### config.mk
export PLATFORM = sky130hd
export DESIGN_NAME = ntt_intt_pe_ctrl
export DESIGN_NICKNAME = d
export VERILOG_FILES = /design/src/rtl/ntt_intt_pe_ctrl.sv
export SDC_FILE = /design/constraint.sdc
export NUM_CORES = 1
export LEC_CHECK = 0
export ABC_AREA = 1
export BUFFER_PORTS_ARGS = -buffer_cell sky130_fd_sc_hd__buf_2
export CAP_MARGIN = 40
export CORE_UTILIZATION = 53
export CTS_CLUSTER_SIZE = 25
export DETAILED_ROUTE_END_ITERATION = 10
export PLACE_DENSITY_LB_ADDON = 0.1
export SETUP_SLACK_MARGIN = 0.15
export SLEW_MARGIN = 20
export SYNTH_ARGS = -nofsm -noshare
export SYNTH_HDL_FRONTEND = slang
export SYNTH_SLANG_ARGS = --single-unit
### constraint.sdc
create_clock -name clk -period 5.65 [get_ports clk]
set_clock_uncertainty 0.05 [all_clocks]
set_input_delay 0.565 -clock clk [delete_from_list [all_inputs] [get_ports clk]]
set_output_delay 0.565 -clock clk [all_outputs]
set_load 0.02 [all_outputs]
### src/rtl/ntt_intt_pe_ctrl.sv
// ntt_intt_pe_ctrl
// ----------------
// Sequencer for a single radix-2 butterfly processing element running a
// length-2**LOGN NTT or INTT. Each butterfly takes two cycles: ph=0 produces
// the "add" output (written back to the a address), ph=1 produces the "sub"
// output (written back to the b address). Reads and writes use opposite
// ping-pong banks, and the banks swap each stage, so no location is read and
// written in the same stage.
//
// Handshake: start is a request that is accepted only in IDLE, on the clock
// edge where it is sampled high. In any other state start is ignored. There
// is no back-pressure: once accepted, a run always takes LOGN*2**LOGN cycles
// and then pulses done for exactly one cycle.
//
// Ports
//   clk, rst_n      clock, asynchronous active-low reset
//   start           request one full transform (IDLE only)
//   inv_mode        0 = forward NTT, 1 = INTT; latched on accepted start
//   busy            high while the transform is running
//   done            one-cycle completion pulse
//   rd_addr_a/b     coefficient read addresses for PE operands a and b
//   tf_addr         twiddle ROM address for PE tf
//   pe_sub, pe_inv  PE operation selects
//   wr_en, wr_addr  PE result write strobe and address
//   rd_bank/wr_bank ping-pong bank selects (wr_bank is always ~rd_bank)
//   result_bank     bank holding the finished transform
//   state_dbg       current FSM state, for observation only
//
// All outputs are decoded from registers; no input reaches an output
// combinationally.

module ntt_intt_pe_ctrl #(
  parameter int LOGN = 3
) (
  input  logic            clk,
  input  logic            rst_n,
  input  logic            start,
  input  logic            inv_mode,
  output logic            busy,
  output logic            done,
  output logic [LOGN-1:0] rd_addr_a,
  output logic [LOGN-1:0] rd_addr_b,
  output logic [LOGN-2:0] tf_addr,
  output logic            pe_sub,
  output logic            pe_inv,
  output logic            wr_en,
  output logic [LOGN-1:0] wr_addr,
  output logic            rd_bank,
  output logic            wr_bank,
  output logic            result_bank,
  output logic [1:0]      state_dbg
);

  typedef enum logic [1:0] {
    IDLE = 2'd0,
    RUN  = 2'd1,
    DONE = 2'd2
  } state_t;

  // k counts butterflies within a stage (NPTS/2 of them); s counts stages.
  localparam logic [LOGN-2:0] K_LAST = '1;
  localparam logic [LOGN-1:0] S_LAST = LOGN'(LOGN - 1);
  localparam logic [LOGN-1:0] ONE    = LOGN'(1);

  state_t          state_q, state_d;
  logic [LOGN-1:0] s_q, s_d;
  logic [LOGN-2:0] k_q, k_d;
  logic            ph_q, ph_d;
  logic            inv_q, inv_d;
  logic            rb_q, rb_d;

  // State register
  always_ff @(posedge clk or negedge rst_n) begin
    if (!rst_n) begin
      state_q <= IDLE;
      s_q     <= '0;
      k_q     <= '0;
      ph_q    <= 1'b0;
      inv_q   <= 1'b0;
      rb_q    <= 1'b0;
    end else begin
      state_q <= state_d;
      s_q     <= s_d;
      k_q     <= k_d;
      ph_q    <= ph_d;
      inv_q   <= inv_d;
      rb_q    <= rb_d;
    end
  end

  // Next-state and counter advance
  always_comb begin
    state_d = state_q;
    s_d     = s_q;
    k_d     = k_q;
    ph_d    = ph_q;
    inv_d   = inv_q;
    rb_d    = rb_q;
    case (state_q)
      IDLE: begin
        if (start) begin
          state_d = RUN;
          s_d     = '0;
          k_d     = '0;
          ph_d    = 1'b0;
          inv_d   = inv_mode;
        end
      end
      RUN: begin
        ph_d = ~ph_q;
        if (ph_q) begin
          if (k_q == K_LAST) begin
            k_d = '0;
            if (s_q == S_LAST) begin
              // Last butterfly of the last stage: the result sits in the
              // bank this stage is writing.
              state_d = DONE;
              s_d     = '0;
              rb_d    = ~s_q[0];
            end else begin
              s_d = s_q + ONE;
            end
          end else begin
            k_d = k_q + 1'b1;
          end
        end
      end
      DONE: begin
        state_d = IDLE;
      end
      default: begin
        state_d = IDLE;
      end
    endcase
  end

  // Address generation. With half = 2**s, the butterfly index k splits into
  // a group (upper bits) and a position inside the group (low s bits).
  // grp*2*half is simply k with its low s bits cleared, shifted left by one.
  logic            run;
  logic [LOGN-1:0] k_ext;
  logic [LOGN-1:0] half;
  logic [LOGN-1:0] mask;
  logic [LOGN-1:0] pos;
  logic [LOGN-1:0] addr_a;
  logic [LOGN-1:0] addr_b;
  logic [LOGN-2:0] tf;

  always_comb begin
    run    = (state_q == RUN);
    k_ext  = {1'b0, k_q};
    half   = ONE << s_q;
    mask   = half - ONE;
    pos    = k_ext & mask;
    addr_a = ((k_ext & ~mask) << 1) | pos;
    addr_b = addr_a + half;
    // pos < half <= NPTS/2, so it fits the twiddle address width.
    tf     = pos[LOGN-2:0] << (S_LAST - s_q);
  end

  // Output decode
  always_comb begin
    busy        = run;
    done        = (state_q == DONE);
    rd_addr_a   = run ? addr_a : '0;
    rd_addr_b   = run ? addr_b : '0;
    tf_addr     = run ? tf : '0;
    pe_sub      = run & ph_q;
    pe_inv      = inv_q;
    wr_en       = run;
    wr_addr     = run ? (ph_q ? addr_b : addr_a) : '0;
    rd_bank     = run & s_q[0];
    wr_bank     = ~rd_bank;
    result_bank = rb_q;
    state_dbg   = state_q;
  end

endmodule
After elaboration in Yosys (flattened, before gate mapping)
Cells that the tools add are included.
Widths: inputs -> output; s select.

word-level totals
  register bits after elaboration = 10
  output and inout bits = 21
  logic and storage cells = 59

cells by class
  add/sub/neg operators = 5
  equality and inequality tests = 8
  shift operators = 2
  mux-type cells = 21
  bitwise gates (word level) = 9
  reductions and logical operators = 8

operators by type and width
  cell                 number
  $mux 3               8
  $mux 2               8
  $reduce_and 4->1     3
  $pmux 2 s2           2
  $pmux 3 s2           1
  $eq 2x2->1 const B   2
  $ne 2x1->1 const B   2
  $ne 2x2->1 const B   2
  $reduce_and 2->1     2
  $add 3x1->3 const B  1
  $add 3x3->3          1
  $and 2x3->3          1
  $eq 3x2->1 const B   1
  $not 1->1            3
  $or 3x3->3           1
  $reduce_and 3->1     1
  $shl 1x3->3 const A  1
  $shl 2x3->2          1
  $sub 2x3->3 const A  1
  $sub 3x1->3 const B  1
  $add 2x1->2 const B  1
  $and 1x1->1          2
  $and 2x2->2          1
  $eq 2x1->1 const B   1
  other kinds (5)      5

Longest topological paths before layout
Gate-level depths: netlist (run 1).

  word-level depth = 8
  depth in mapped cells = 14

Worst setup path before layout (run 1)
Ideal clock, no wire load.

  path kind = flip-flop to output port
  start point = register s_q[0]
  end point = output wr_addr[1]
  arrival time = 2.123 ns
  slack = 2.912 ns
  cell stages (with the launch flop) = 9
  buffers on the path = 0
  path through = dfrtp_1 -> inv_1 -> ha_1 -> nand3b_1 -> nand3_1 -> nand2_1 -> fa_1 -> inv_1 -> o21ai_0

on the way
  cells in the longest elaborated chain, start to end = 8
  elaborated cells between the ends (all ways) = 9
  classes of those cells = add/sub: 2; shift: 1; mux: 2; bitwise: 4

ends and longest elaborated chain
  what                      line  text
  start: declaration        66    logic [LOGN-1:0] s_q, s_d;
  start signal: assignment  76    s_q <= '0;
  start signal: assignment  83    s_q <= s_d;
  $shl 1x3->3 (*)           152   half = ONE << s_q;
  $sub 3x1->3               153   mask = half - ONE;
  $not 2->2                 155   addr_a = ((k_ext & ~mask) << 1) | pos;
  $and 2x2->2               155
  $or 3x3->3                155
  $add 3x3->3               156   addr_b = addr_a + half;
  $mux 3 (*) (2 in series)  171   wr_addr = run ? (ph_q ? addr_b : addr_a) : '0;
  end: declaration          47    output logic [LOGN-1:0] wr_addr,

Mark *: on every way between the ends. The rest lies on a longest branch, timed or not.

Worst setup path in the final report (run 1)
  start point = register s_q[0]
  end point = output rd_addr_b[2]

on the way
  cells in the longest elaborated chain, start to end = 7
  elaborated cells between the ends (all ways) = 8
  classes of those cells = add/sub: 2; shift: 1; mux: 1; bitwise: 4

ends and longest elaborated chain
  what              line  text
  $shl 1x3->3 (*)   152
  $sub 3x1->3       153
  $not 2->2         155
  $and 2x2->2       155
  $or 3x3->3        155
  $add 3x3->3 (*)   156
  $mux 3 (*)        166   rd_addr_b = run ? addr_b : '0;
  end: declaration  42    output logic [LOGN-1:0] rd_addr_b,

Marked as above.

==> results of run 1 <==
==> flip-flops by register name, summed over array words and instances (netlist names) <==
signal       count
pe_inv           1
ph_q             1
state_dbg        2
s_q              3
result_bank      1
k_q              2
==> through the flow <==
step                      worst slack, ps  utilization (%)  std cells  cell area, um2  hold WS [ps]
after CTS                            2470             71.5        152             965          96.8
after floorplan                      2910                -        110             797           219
after global placement               2840             68.8        148             928           385
after detailed placement             2760             68.8        148             928           388
after global routing                 2250             71.5        152             965          93.9
final                                2480             71.5        152             965          97.3
==> cells by family after synthesis <==
| family | count (synthesis) | synth area share (%) |
|---|---|---|
| other | 1 | 0.471 |
| multiplexers | 1 | 1.41 |
| XOR/XNOR | 1 | 1.10 |
| AND/OR/NAND/NOR | 65 | 40.2 |
| adder cells (fa/ha/maj) | 6 | 10.4 |
| flip-flops | 10 | 31.4 |
| AO/OA/AOI/OAI | 9 | 6.44 |
| buffers and inverters | 17 | 8.63 |
==> routing by layer <==
layer / vias up / global-route usage [%]
li1: 393 / -
met3: 0 / 9.78
met1: 338 / 30.0
met2: 19 / 38.3
met4: 0 / 2.50
met5: - / 0
==> Yosys cell counts, drive strengths merged, types with 2 or more instances <==
cell,number,area [um2]
o21ai,4,20.0
inv,15,56.3
nand3,10,50.1
nor2,17,86.3
ha,5,62.6
a21oi,2,10.0
dfrtp,10,250
o21a,2,15.0
nand2,35,164
==> final timing paths <==
check	startpoint	slack [ps]	to
hold reg to reg	result_bank	450	result_bank
min in group clk	result_bank	450	result_bank
setup reg to reg	s_q[0]	4140	s_q[2]
hold / removal	rst_n	100	k_q[0]
max in group asynchronous	rst_n	5260	s_q[0]
setup / recovery	s_q[0]	2480	rd_addr_b[2]
==> cells in the final DEF (no fill, tap or decap), drive strengths merged <==
| cell type | instances |
|---|---|
| or2 | 1 |
| nand3 | 10 |
| dfrtp | 10 |
| ha | 5 |
| nor2 | 17 |
| nand3b | 1 |
| a21oi | 2 |
| clkbuf | 4 |
| fa | 1 |
| mux2 | 1 |
| inv | 15 |
| nor4 | 1 |
| a31oi | 1 |
| xor2 | 1 |
| o21ai | 4 |
| o21a | 2 |
| conb | 1 |
| clkinv | 1 |
| buf | 24 |
| nand2 | 35 |
==> final cells by class <==
| class | instances | area share [%] |
|---|---|---|
| tap | 15 | 1.95 |
| timing repair buffer | 24 | 12.5 |
| clock buffer | 4 | 3.76 |
| inverter | 16 | 6.36 |
| multi-input combinational | 83 | 49.5 |
| sequential | 10 | 25.9 |
==> run summary, run 1 <==
Outcome: completed
Clock Tree Buf Depth: 2
Async set-reset flop share out of synthesis: 100%
DR WL/cell: 11.0 um
Final wirelength: 1670 um
Syn Inst Count: 110
Critical-path top delay cell: dfrtp_1
Mapped Nets: 120
Fillers: 123
Synthesized area: 797 um2
ANT cells: 0
Crit path buffers/inverters: 4
Sequential-to-total area share from yosys stat: 31.4%
Post-CTS Setup Bufs: 0
Top Layer Used: met3
TNS Setup: 0 ps
Levels on crit path: 14
Nets: 148
Slew Limit Fails: 0
Largest net degree at the start of global routing: 11
Post_cts resized: 0
Vias in the first global route: 598
DP HPWL: 1370 um
Num CTS Buffers: 3
Vias/cell: 4.93
Worst Setup End Kind: primary output
Worst EP arrival: 2560 ps
Critical path's most frequent cell: nand2_1
Syn Area/Cell: 7.25 um2
Detailed Routing Iterations Pass 1: 4
IO Count: 25
Yosys Warn Count: 0
DRT met1 WL: 764 um
Seq cells post-synth: 10
DRC Markers: 0
Clock-pin slew on the worst setup and hold paths: 70 ps
Critical-path maximum fanout: 6
Ys flop type: dfrtp_1
Vias: 750
Hold Crit Class: in2async
Crit-path max cell delay: 430 ps
Core box area: 1350 um2
# Max-Cap Violations: 0
Multi-input combinational cell area: 478 um2
PortBufs: 24
RSZ-0062 raised after global routing: false
Die width: 40.8 um
Row count: 13
EDFF count, synth: 0
DR iter-0 viols: 13
Die Area: 1660 um2
Period Utilization, post-route: 56.1%
CTS H-tree lvls: 1
Antenna Violating Nets Remaining: 0
Grt ovf: 0
CP startpoint kind: flip-flop
DR WL met2: 818 um
Post-route minimum period: 3170 ps
Hold buffers post-CTS: 0
Layout cells sized above 1: 29.2%
# setup viols final: 0
GR Util All Layers: 23.6%
Initial antenna violation count: 0
Top delay family on crit path: simple AND/OR/NAND/NOR gates
Starting Density: 59.0%
First-pass GRT wire length: 2540 um
TritonCTS clock tree: done
Layout area overhead: 21.0%
CTS root buf: clkbuf_4
Unique masters post-synth: 24
Setup CP Type: reg2out
Die height: 40.8 um
Critical Path RT: 5040 ps
Final GP Congestion: 0.785
Reg area: 250 um2
Met3 WL: 83 um
F_max: 0.315 GHz
Fin. Hold Viols: 0
Worst R2R Path Depth: 7
Crit-path cells: inv_1, ha_1, nand3b_1, nand3_1, nand2_1, fa_1, inv_1, nand3_1, nand2_1, inv_1, nand2_1, nand2_1, nor2_1, buf_2
Worst-Skew Late Latency: 270 ps
Clk sinks: 10
Power of run 1 is not shown: default switching activity piles up to over one toggle a cycle in this logic, so the estimate is an artifact.
==> inputs of run 2 (changes only) <==
--- a/config.mk
+++ b/config.mk
@@ -8,7 +8,7 @@
 export ABC_AREA = 1
 export BUFFER_PORTS_ARGS = -buffer_cell sky130_fd_sc_hd__buf_2
 export CAP_MARGIN = 40
-export CORE_UTILIZATION = 53
+export CORE_UTILIZATION = 49
 export CTS_CLUSTER_SIZE = 25
 export DETAILED_ROUTE_END_ITERATION = 10
 export PLACE_DENSITY_LB_ADDON = 0.1
==> constraint.sdc (replaced) <==
create_clock -name clk -period 3 [get_ports clk]
set_clock_uncertainty 0.05 [all_clocks]
set_input_delay 0.3 -clock clk [delete_from_list [all_inputs] [get_ports clk]]
set_output_delay 0.3 -clock clk [all_outputs]
set_load 0.02 [all_outputs]
==> run 2 against run 1 <==
Net effect: hold slack gained 120 ps; die area increased by 7.7%; final area rose by 4.7%; worst setup slack lost 2200 ps; sequential cell count unchanged; count of clock-buffer cells in the layout down 1; register-to-register slack got worse by 2600 ps; cell count rose by 2.6%; first-iteration DRC count up 23%; core utilization shrank 4.4 points; critical path depth stayed put.
==> run summary, run 2 (synthesis gave the netlist of run 1 again) <==
Outcome: completed
Setup CP Type: reg2out
Grt ovf: 0
TNS Setup: 0 ps
GR Util All Layers: 23.0%
Worst EP arrival: 2340 ps
DRC Markers: 0
Clock Tree Buf Depth: 2
Reg with most FFs: s_q
Largest register FFs: 3
Worst R2R Path Depth: 7
ANT cells: 0
Initial antenna violation count: 0
DR WL/cell: 11.7 um
Die Area: 1790 um2
DR iter-0 viols: 16
Critical Path RT: 2650 ps
# Max-Cap Violations: 0
Worst Hold Launch: inv_mode
Vias/cell: 5.06
Nets: 152
Final GP Congestion: 0.864
RSZ-0062 raised after global routing: false
Hold path cells: 2
Commonest non-fill, non-tap cell in the layout: nand2_1
Starting Density: 52.9%
Detailed Routing Iterations Pass 1: 4
Clock-pin slew on the worst setup and hold paths: 60 ps
First-pass GRT wire length: 3030 um
TritonCTS clock tree: done
CTS H-tree lvls: 1
Worst reg2reg endpoint: s_q[1]
Row count: 14
FF-to-FF Start: s_q[0]
PortBufs: 24
Post-route minimum period: 2690 ps
Layout area overhead: 26.7%
Final wirelength: 1830 um
Die width: 42.3 um
DP HPWL: 1290 um
Worst Setup End Kind: primary output
Fin. Hold Viols: 0
Critical-path maximum fanout: 4
Hold EP: pe_inv
Worst-Skew Late Latency: 270 ps
Vias in the first global route: 732
Fillers: 136
Largest net degree at the start of global routing: 11
Period Utilization, post-route: 89.6%
Antenna Violating Nets Remaining: 0
Num CTS Buffers: 3
Die height: 42.3 um
Reg2reg setup slack: 1580 ps
F_max: 0.372 GHz
IO Count: 25
Most frequent cells in the layout: nand2_1, buf_2, nor2_1, inv_1, dfrtp_1
CTS root buf: clkbuf_4
Core box area: 1510 um2
Clk sinks: 10
Layout cells sized above 1: 36.4%
Vias: 789
Slew Limit Fails: 0
# setup viols final: 0
Hold Crit Class: in2reg
CP startpoint kind: flip-flop
run 2: cell count changes in the layout (fill, tap and decap cells not counted), sizes merged:
cell	previous run	this run
dlygate4sd3	0	1
buf	24	27
clkbuf	4	3
run 2: timing repair:
action	in CTS	in global routing
hold endpoints to repair	10	0
gates resized for setup	0	10
setup buffers	3	0
hold buffers	1	0
pin swaps	0	1
endpoints found under the setup margin	2	2
gates cloned	0	0
run 2: final cells by class:
| class | count | area, um2 | area share (%) |
|---|---|---|---|
| sequential | 10 | 250 | 24.8 |
| clock buffer | 3 | 22.5 | 2.23 |
| inverter | 16 | 61.3 | 6.07 |
| tap | 16 | 20.0 | 1.98 |
| multi-input combinational | 83 | 500 | 49.6 |
| timing repair buffer | 28 | 155 | 15.4 |
run 2: worst max path at each step:
stage | slack (ps) | cells past startpoint | endpoint | from
after floorplan | 530 | 8 | wr_addr[1] | s_q[0]
after global placement | 470 | 14 | rd_addr_b[2] | s_q[0]
after detailed placement | 420 | 14 | rd_addr_b[2] | s_q[0]
after CTS | 200 | 15 | rd_addr_b[2] | s_q[0]
after global routing | 130 | 14 | rd_addr_b[2] | s_q[1]
final | 310 | 14 | rd_addr_b[2] | s_q[1]
run 2: layer usage:
| metal | routed length (um) | global-route usage, % | vias up |
|---|---|---|---|
| met5 | 0 | 0 | - |
| met4 | 46 | 15.6 | 0 |
| met3 | 58 | 4.31 | 5 |
| met2 | 856 | 36.6 | 19 |
| met1 | 868 | 28.1 | 357 |
| li1 | - | - | 408 |
run 2: critical path, cell delays in order, from the launching register on:
cell and delay [ps]:
dfrtp_1 400, inv_1 100, ha_2 210, nand3b_1 200, nand3_2 130, nand2_2 70, fa_2 360, inv_1 70
nand3_1 70, nand2_1 90, inv_1 40, nand2_1 70, nand2_1 50, nor2_1 80, buf_4 140
run 2: per-stage QoR:
stage	hold slack, ps	util [%]	setup slack, ps	cells	instance area (um2)
finish	213	67.0	313	156	1010
detailed placement	120	61.7	416	149	930
floorplan	-45.6	-	527	110	797
global route	199	67.0	130	156	1010
CTS	205	65.4	198	156	985
global placement	116	61.7	466	149	930
Power of run 2 is left out for the same reason.
==> inputs of run 3 (changes only) <==
==> constraint.sdc (replaced) <==
create_clock -name clk -period 3 [get_ports clk]
set_clock_uncertainty 0.05 [all_clocks]
set_input_delay 0 -clock clk [delete_from_list [all_inputs] [get_ports clk]]
set_output_delay 0 -clock clk [all_outputs]
set_load 0.02 [all_outputs]
==> run 3 against run 2 <==
Net effect: first-iteration DRC count up 44%; maximum frequency rose by 3.0%; worst setup slack improved by 78 ps; sequential cell count did not move; die area is the same; critical path depth did not move; global-route usage shrank 0.48 points; hold slack worse by 160 ps; wire length is 6.6% lower; critical path type unchanged; largest cell class unchanged.
==> run summary, run 3 (synthesis gave the netlist of run 1 again) <==
Outcome: completed
RSZ-0062 raised after global routing: false
Num CTS Buffers: 3
TNS Setup: 0 ps
F_max: 0.383 GHz
Slew Limit Fails: 0
Post-route cell area: 996 um2
Most frequent cells in the layout: nand2_1, buf_2, inv_1, nor2_1
Vias in the first global route: 676
Worst setup margin: 391 ps
Layout cells sized above 1: 28.6%
Fin. Hold Viols: 0
PortBufs: 24
Post-route minimum period: 2610 ps
Clk sinks: 10
Grt ovf: 0
TritonCTS clock tree: done
Critical Path RT: 2950 ps
Commonest non-fill, non-tap cell in the layout: nand2_1
Largest net degree at the start of global routing: 11
Detailed Routing Iterations Pass 1: 5
Post_cts resized: 0
DR WL/cell: 10.9 um
Worst Setup End Kind: primary output
Die height: 42.3 um
Final Util: 66.1%
Nets: 151
First-pass GRT wire length: 2950 um
Reg with most FFs: s_q
Layout area overhead: 25.0%
CP startpoint kind: flip-flop
Hold Crit Class: in2async
Antenna Violating Nets Remaining: 0
Period Utilization, post-route: 87.0%
Row count: 14
DR iter-0 viols: 23
Die Area: 1790 um2
GR Util All Layers: 22.6%
Placement Cell Area: 930 um2
Worst EP arrival: 2560 ps
DP HPWL: 1340 um
Final GP Congestion: 0.855
Final wirelength: 1710 um
ANT cells: 0
Clock Tree Buf Depth: 2
Initial antenna violation count: 0
CTS H-tree lvls: 1
DRC Markers: 0
# Max-Cap Violations: 0
Vias/cell: 5.03
Worst-Skew Late Latency: 270 ps
Core box area: 1510 um2
Post-CTS Setup Bufs: 0
Largest register FFs: 3
# setup viols final: 0
Clock-pin slew on the worst setup and hold paths: 70 ps
Vias: 785
Die width: 42.3 um
Starting Density: 52.9%
DP Worst Slack: 673 ps
IO Count: 25
Setup CP Type: reg2out
Critical-path maximum fanout: 6
CTS root buf: clkbuf_4
-- run 3: cell count changes in the layout (fill, tap and decap cells not counted), sizes merged --
cell / previous run / this run
dlygate4sd3: 1 / 3
buf: 27 / 24
clkbuf: 3 / 4
-- run 3: layout make-up --
class | count | area, um2
Fill cell | 138 | 510
Inverter | 16 | 61.3
Tap cell | 16 | 20.0
Sequential cell | 10 | 250
Multi-Input combinational cell | 83 | 478
Clock buffer | 4 | 36.3
Timing Repair Buffer | 27 | 150
-- run 3: worst paths after layout --
path | endpoint | slack (ps) | startpoint | cells after the start
worst min register to register | pe_inv | 450 | pe_inv | 1
min in group clk | pe_inv | 450 | pe_inv | 1
max in group asynchronous | pe_inv | 2640 | rst_n | 2
worst min-delay path | ph_q | 60 | rst_n | 2
worst max register to register | s_q[2] | 1490 | s_q[0] | 7
worst max-delay path | rd_addr_b[2] | 390 | s_q[0] | 14
-- run 3: metrics by stage --
step | cells | hold slack [ps]
final | 156 | 57.0
after global placement | 149 | -184
after CTS | 156 | 62.2
after global routing | 156 | 88.9
after detailed placement | 149 | -181
after floorplan | 110 | -346
-- run 3: metal layers --
metal,wire length (um),up-vias,global-route usage [%]
met5,0,-,0
met4,57,0,9.38
met3,81,6,6.90
met2,810,25,33.5
met1,759,349,30.5
li1,-,405,-
-- run 3: critical path, stage by stage (launching register included) --
cell and delay, ps:
dfrtp_1 420, inv_1 140, ha_1 240, nand3b_1 170, nand3_1 130, nand2_1 110
fa_1 430, inv_1 70, nand3_1 60, nand2_1 90, inv_1 40, nand2_1 80
nand2_1 60, nor2_1 90, buf_2 170
-- run 3: what timing repair did --
item                                    in CTS  in global routing
endpoints found under the setup margin       0                  0
hold buffers                                 3                  0
hold endpoints to repair                    12                  0
Power of run 3 is left out for the same reason.
